--- src/rtl/controle_varredura_servo_pkg.sv ---
// Shared state codes and position limits for the servo sweep sequencer.
package controle_varredura_servo_pkg;

  typedef enum logic [3:0] {
    INICIAL   = 4'd0,
    POSICIONA = 4'd1,
    ASSENTA   = 4'd2,
    MEDE      = 4'd3,
    AGUARDA   = 4'd4,
    PROXIMA   = 4'd5
  } estado_t;

  localparam logic [2:0] POS_MIN = 3'd0;
  localparam logic [2:0] POS_MAX = 3'd7;

endpackage

--- src/rtl/controle_varredura_servo_contador_timer.sv ---
// Cycle counter with synchronous clear, count enable and terminal-count flag.
module contador_timer #(
  parameter  int M = 25_000_000,
  localparam int W = $clog2(M + 1)
) (
  input  logic         clock,
  input  logic         reset,
  input  logic         clear,
  input  logic         enable,
  input  logic [W-1:0] limite,
  output logic         fim
);

  logic [W-1:0] contagem_q;
  logic [W-1:0] contagem_d;

  always_comb begin
    contagem_d = contagem_q;
    if (clear) begin
      contagem_d = '0;
    end else if (enable) begin
      contagem_d = contagem_q + 1'b1;
    end
  end

  always_ff @(posedge clock) begin
    if (reset) begin
      contagem_q <= '0;
    end else begin
      contagem_q <= contagem_d;
    end
  end

  assign fim = (contagem_q == limite);

endmodule

--- src/rtl/controle_varredura_servo.sv ---
// Servo sweep sequencer: steps position 0..7..0, settles, requests a measurement
// and waits for it (or times out) at every position.
module controle_varredura_servo
  import controle_varredura_servo_pkg::*;
#(
  parameter int ASSENTAMENTO = 25_000_000,
  parameter int TIMEOUT      = 5_000_000
) (
  input  logic       clock,
  input  logic       reset,
  input  logic       ligar,
  input  logic       medida_pronta,
  output logic [2:0] posicao,
  output logic       medir,
  output logic       pronto_pos,
  output logic       erro_timeout,
  output logic       sentido,
  output logic [3:0] db_estado
);

  localparam int MAX_CONTA = (ASSENTAMENTO > TIMEOUT) ? ASSENTAMENTO : TIMEOUT;
  localparam int W         = $clog2(MAX_CONTA + 1);

  estado_t    estado_q, estado_d;
  logic [2:0] posicao_q, posicao_d;
  logic       sentido_q, sentido_d;
  logic       medir_q, medir_d;
  logic       pronto_pos_q, pronto_pos_d;
  logic       erro_q, erro_d;
  logic       limpa, habilita, fim;
  logic [W-1:0] limite;

  // One counter serves both the settle wait and the measurement timeout.
  assign limite = (estado_q == ASSENTA) ? W'(ASSENTAMENTO - 1) : W'(TIMEOUT - 1);

  contador_timer #(.M(MAX_CONTA)) u_contador (
    .clock  (clock),
    .reset  (reset),
    .clear  (limpa),
    .enable (habilita),
    .limite (limite),
    .fim    (fim)
  );

  always_comb begin
    estado_d  = estado_q;
    posicao_d = posicao_q;
    sentido_d = sentido_q;
    erro_d    = erro_q;
    limpa     = 1'b0;
    habilita  = 1'b0;

    case (estado_q)
      INICIAL: begin
        limpa  = 1'b1;
        erro_d = 1'b0;
        if (ligar) estado_d = POSICIONA;
      end
      POSICIONA: begin
        limpa    = 1'b1;
        estado_d = ASSENTA;
      end
      ASSENTA: begin
        habilita = 1'b1;
        if (fim) estado_d = MEDE;
      end
      MEDE: begin
        limpa    = 1'b1;
        estado_d = AGUARDA;
      end
      AGUARDA: begin
        habilita = 1'b1;
        if (medida_pronta) begin
          estado_d = PROXIMA;
        end else if (fim) begin
          estado_d = PROXIMA;
          erro_d   = 1'b1;
        end
      end
      PROXIMA: begin
        estado_d = POSICIONA;
        // Ping-pong: bounce off the ends instead of wrapping 7 -> 0.
        if (!sentido_q) begin
          if (posicao_q == POS_MAX) begin
            posicao_d = POS_MAX - 3'd1;
            sentido_d = 1'b1;
          end else begin
            posicao_d = posicao_q + 3'd1;
          end
        end else begin
          if (posicao_q == POS_MIN) begin
            posicao_d = POS_MIN + 3'd1;
            sentido_d = 1'b0;
          end else begin
            posicao_d = posicao_q - 3'd1;
          end
        end
      end
      default: estado_d = INICIAL;
    endcase

    if (!ligar && (estado_q != INICIAL)) begin
      estado_d = INICIAL;
      erro_d   = erro_q;
    end

    if (estado_d == INICIAL) begin
      posicao_d = POS_MIN;
      sentido_d = 1'b0;
    end

    medir_d      = (estado_d == MEDE);
    pronto_pos_d = (estado_d == PROXIMA);
  end

  always_ff @(posedge clock) begin
    if (reset) begin
      estado_q     <= INICIAL;
      posicao_q    <= POS_MIN;
      sentido_q    <= 1'b0;
      medir_q      <= 1'b0;
      pronto_pos_q <= 1'b0;
      erro_q       <= 1'b0;
    end else begin
      estado_q     <= estado_d;
      posicao_q    <= posicao_d;
      sentido_q    <= sentido_d;
      medir_q      <= medir_d;
      pronto_pos_q <= pronto_pos_d;
      erro_q       <= erro_d;
    end
  end

  assign posicao      = posicao_q;
  assign sentido      = sentido_q;
  assign medir        = medir_q;
  assign pronto_pos   = pronto_pos_q;
  assign erro_timeout = erro_q;
  assign db_estado    = estado_q;

endmodule

--- config.mk ---
export PLATFORM = sky130hd
export DESIGN_NAME = controle_varredura_servo
export DESIGN_NICKNAME = d
export VERILOG_FILES = /design/src/rtl/controle_varredura_servo_pkg.sv /design/src/rtl/controle_varredura_servo_contador_timer.sv /design/src/rtl/controle_varredura_servo.sv
export SDC_FILE = /design/constraint.sdc
export NUM_CORES = 1
export LEC_CHECK = 0
export ABC_AREA = 0
export CELL_PAD_IN_SITES_DETAIL_PLACEMENT = 1
export CELL_PAD_IN_SITES_GLOBAL_PLACEMENT = 1
export CORE_UTILIZATION = 30
export CTS_CLUSTER_SIZE = 20
export DETAILED_ROUTE_END_ITERATION = 10
export PLACE_DENSITY = 0.67
export RECOVER_POWER = 100
export SYNTH_ARGS = -nofsm -noshare
export SYNTH_HDL_FRONTEND = slang
export SYNTH_SLANG_ARGS = --single-unit
--- constraint.sdc ---
create_clock -name clock -period 5.2 [get_ports clock]
set_input_delay 1.04 -clock clock [delete_from_list [all_inputs] [get_ports clock]]
set_output_delay 1.04 -clock clock [all_outputs]
set_load 0.02 [all_outputs]
==> flow_summary.json <==
{
  "outcome": "finished clean",
  "max_slew_margin_pct": 42.07,
  "worstSkewPairLatency_ns": 0.29,
  "htree_levels": 2,
  "post_synth_num_cell_types": 51,
  "antenna_nets_post_route": 0,
  "cp.arrival_ns": 3.09,
  "tightest_slew_ns": 0.8689,
  "totalWireLength_mm": 4.593,
  "layout.nets": 246,
  "io_port_bufs": 14,
  "hp-class": "reg -> reg",
  "ys_dominant_reg_cell": "dfxtp_1",
  "first_iter_violations": 57,
  "maximum_number_of_pins_on_one_net_before_global_route_repair": 27,
  "clk_transition_reported_paths_ns": 0.08,
  "drive_above_1_share_pct": 6.723,
  "routed_wire_length_per_instance_um": 14.58,
  "cts_root_buf": "clkbuf_8",
  "io_pins": 15,
  "core_area_um2": 6386,
  "detail_route.drc_violations": 0,
  "final.setup.tns_ns": 0,
  "antenna_found_initial": 0,
  "die-height_um": 83.46,
  "numPlacedInstances": 307,
  "synthesis.instances": 229,
  "timing.fmax_mhz": 343.5,
  "grt_pass1_vias": 1678,
  "firstDrtPassIters": 4,
  "cts_tree": "done",
  "number_of_cells_in_the_finished_layout_apart_from_fillers": 315,
  "startpoint_type": "register",
  "resized_gates_after_cts": 0,
  "maxCapViolCount": 0,
  "grt.overflow.total": 0,
  "fp-row-count": 29,
  "vias_per_cell": 5.410,
  "grt_first_pass_wirelength_mm": 8.142,
  "async_set_or_reset_register_ratio_after_synthesis_pct": 0,
  "antenna_cells_inserted": 0,
  "synth_edf_count": 0,
  "number_of_clock_buffers_inserted_by_tritoncts": 5,
  "syn_nets": 238,
  "synth.yosys.seq_area_share_pct": 36.20,
  "clock_sink_count": 36,
  "synth_warnings": 0,
  "route.vias.total": 1704,
  "synthesis.area_um2": 1991,
  "cts-hold-fix-buffers": 0,
  "grt_use_total_pct": 14.29,
  "max-clock-path-buffers": 2,
  "period_minus_slack_ns": 2.912,
  "ir_drop_v": 0.0001545,
  "flow.area_growth_from_synthesis_pct": 12.70,
  "syn_avg_cell_area_um2": 8.693,
  "fin_worst_skew_ns": 0.007209,
  "grt_setup_unrepaired": "false",
  "hpwlAfterDp_mm": 3.229,
  "finalMaxSlewViolations": 0,
  "crit_path_max_fanout": 15,
  "n_fill_cell": 784,
  "fp.dieArea_um2": 6966,
  "leakage_nw": 0.7670,
  "start_util_pct": 31.17,
  "chipWidth_um": 83.46,
  "timing.setup.critical_path_class": "reg -> reg",
  "synth.ff_latch_count": 36,
  "final-setup-viol-count": 0,
  "gp_congestion": 0.7534,
  "crit_required_ns": 5.38,
  "cp-end-kind": "register",
  "min_period_over_period_pct": 55.99,
  "power_per_cell_area_nw_per_um2": 252.7,
  "postCtsSetupRepairBufs": 0,
  "final-hold-violation-count": 0
}
==> critical path: stages (launching register included) <==
cell,delay [ns]
dfxtp_1,0.60
xor2_1,0.67
nand4_1,0.69
nor4_1,0.49
mux2_2,0.37
==> layer usage <==
metal  share of wire (%)  global-route usage [%]
met1                  52                   19.72
met2                  46                   22.73
met3                 2.5                   3.363
met4                0.37                   3.236
met5                   0                       0
==> state kept, by name, indices dropped and copies added (netlist names) <==
register               flops
u_contador.contagem_q     25
erro_timeout               1
posicao                    3
medir                      1
pronto_pos                 1
db_estado                  4
sentido                    1
==> area by class of cell <==
cell class                 instances  area (um2)  area share, %
multi-input combinational        169        1119          49.86
sequential                        36       720.7          32.12
timing repair buffer              14       140.1          6.247
clock buffer                       7       96.34          4.294
tap                               77       96.34          4.294
inverter                          11       41.29          1.840
clock inverter                     1       30.03          1.339
==> Yosys cell counts, types with 2 or more instances <==
cell type	number	area [um2]
ha_1	5	62.56
or2_1	2	12.51
a221oi_1	2	17.52
nand4bb_1	2	22.52
a21o_1	2	15.01
xnor2_1	2	17.52
nor3_1	2	10.01
or3_1	4	25.02
o2111ai_1	2	17.52
or4_1	8	60.06
a211oi_1	3	22.52
nor2_1	18	67.56
nand2b_1	4	25.02
nand4_1	8	50.05
buf_2	3	15.01
clkbuf_1	4	15.01
nand2_1	14	52.55
and4bb_2	2	25.02
dfxtp_1	36	720.7
o31ai_1	9	67.56
and3_1	5	31.28
nor4_1	4	25.02
xor2_1	9	78.83
nor4bb_1	3	30.03
o21ba_2	2	20.02
nand4_2	2	25.02
o21ai_0	7	35.03
and2_1	2	12.51
buf_6	4	45.04
buf_4	2	15.01
inv_1	11	41.29
and4_1	3	26.28
a21oi_1	19	95.09
nand3_1	7	35.03
==> worst paths after layout <==
path | startpoint | endpoint | slack [ns] | cells after the start
max | db_estado[2]$_SDFF_PP0_ | u_contador.contagem_q[22]$_SDFFE_PP0P_ | 2.29 | 4
min | erro_timeout$_SDFFE_PP0P_ | erro_timeout$_SDFFE_PP0P_ | 0.48 | 2
max reg2reg | db_estado[2]$_SDFF_PP0_ | u_contador.contagem_q[22]$_SDFFE_PP0P_ | 2.29 | 4
min reg2reg | erro_timeout$_SDFFE_PP0P_ | erro_timeout$_SDFFE_PP0P_ | 0.48 | 2
==> metrics by stage <==
stage / util [%] / hold slack [ns] / setup slack, ns / power [mW] / area (um2)
6_report: 35.13 / 0.4752 / 2.288 / 0.5669 / 2243
5_1_grt: 35.13 / 0.4980 / 1.978 / 0.5900 / 2243
4_1_cts: 35.44 / 0.4805 / 2.534 / 0.5745 / 2263
3_5_place_dp: 33.46 / 0.4666 / 2.399 / 0.3015 / 2137
3_3_place_gp: 33.46 / 0.4611 / 2.431 / 0.3014 / 2137
2_1_floorplan: - / 0.4473 / 3.115 / 0.2959 / 1991
==> report_power, final <==
group	internal, mW	total [mW]	switching (mW)
Sequential	0.276	0.278	0.00225
Clock	0.169	0.273	0.103
Combinational	0.00603	0.0159	0.00988
Total	0.451	0.567	0.115
==> kinds of logic (layout without fill, tap and decap cells) <==
family	after synthesis	after routing	synth area share, %
simple gates	95	95	29.10
compound gates	54	54	18.04
flops	36	36	36.20
buf+inv	24	33	6.599
xor+xnor	12	12	5.657
fa+ha+maj	5	5	3.143
mux	2	2	1.068
other cells	1	1	0.1884
==> cell usage in the layout (no fill, tap or decap), types with 2 or more instances in the layout <==
cell type | netlist | routed
a211oi_1 | 3 | 3
a21o_1 | 2 | 2
a21oi_1 | 19 | 19
a221oi_1 | 2 | 2
and2_1 | 2 | 2
and3_1 | 5 | 5
and4_1 | 3 | 3
and4bb_2 | 2 | 2
clkbuf_8 | 0 | 7
dfxtp_1 | 36 | 36
dlygate4sd3_1 | 0 | 13
ha_1 | 5 | 5
inv_1 | 11 | 11
nand2_1 | 14 | 14
nand2b_1 | 4 | 4
nand3_1 | 7 | 7
nand4_1 | 8 | 10
nand4bb_1 | 2 | 2
nor2_1 | 18 | 18
nor3_1 | 2 | 2
nor4_1 | 4 | 4
nor4bb_1 | 3 | 3
o2111ai_1 | 2 | 2
o21ai_0 | 7 | 7
o21ba_2 | 2 | 2
o31ai_1 | 9 | 9
or2_1 | 2 | 2
or3_1 | 4 | 4
or4_1 | 8 | 8
xnor2_1 | 2 | 2
xor2_1 | 9 | 10
Note: power is estimated with default switching activity, not from simulation.
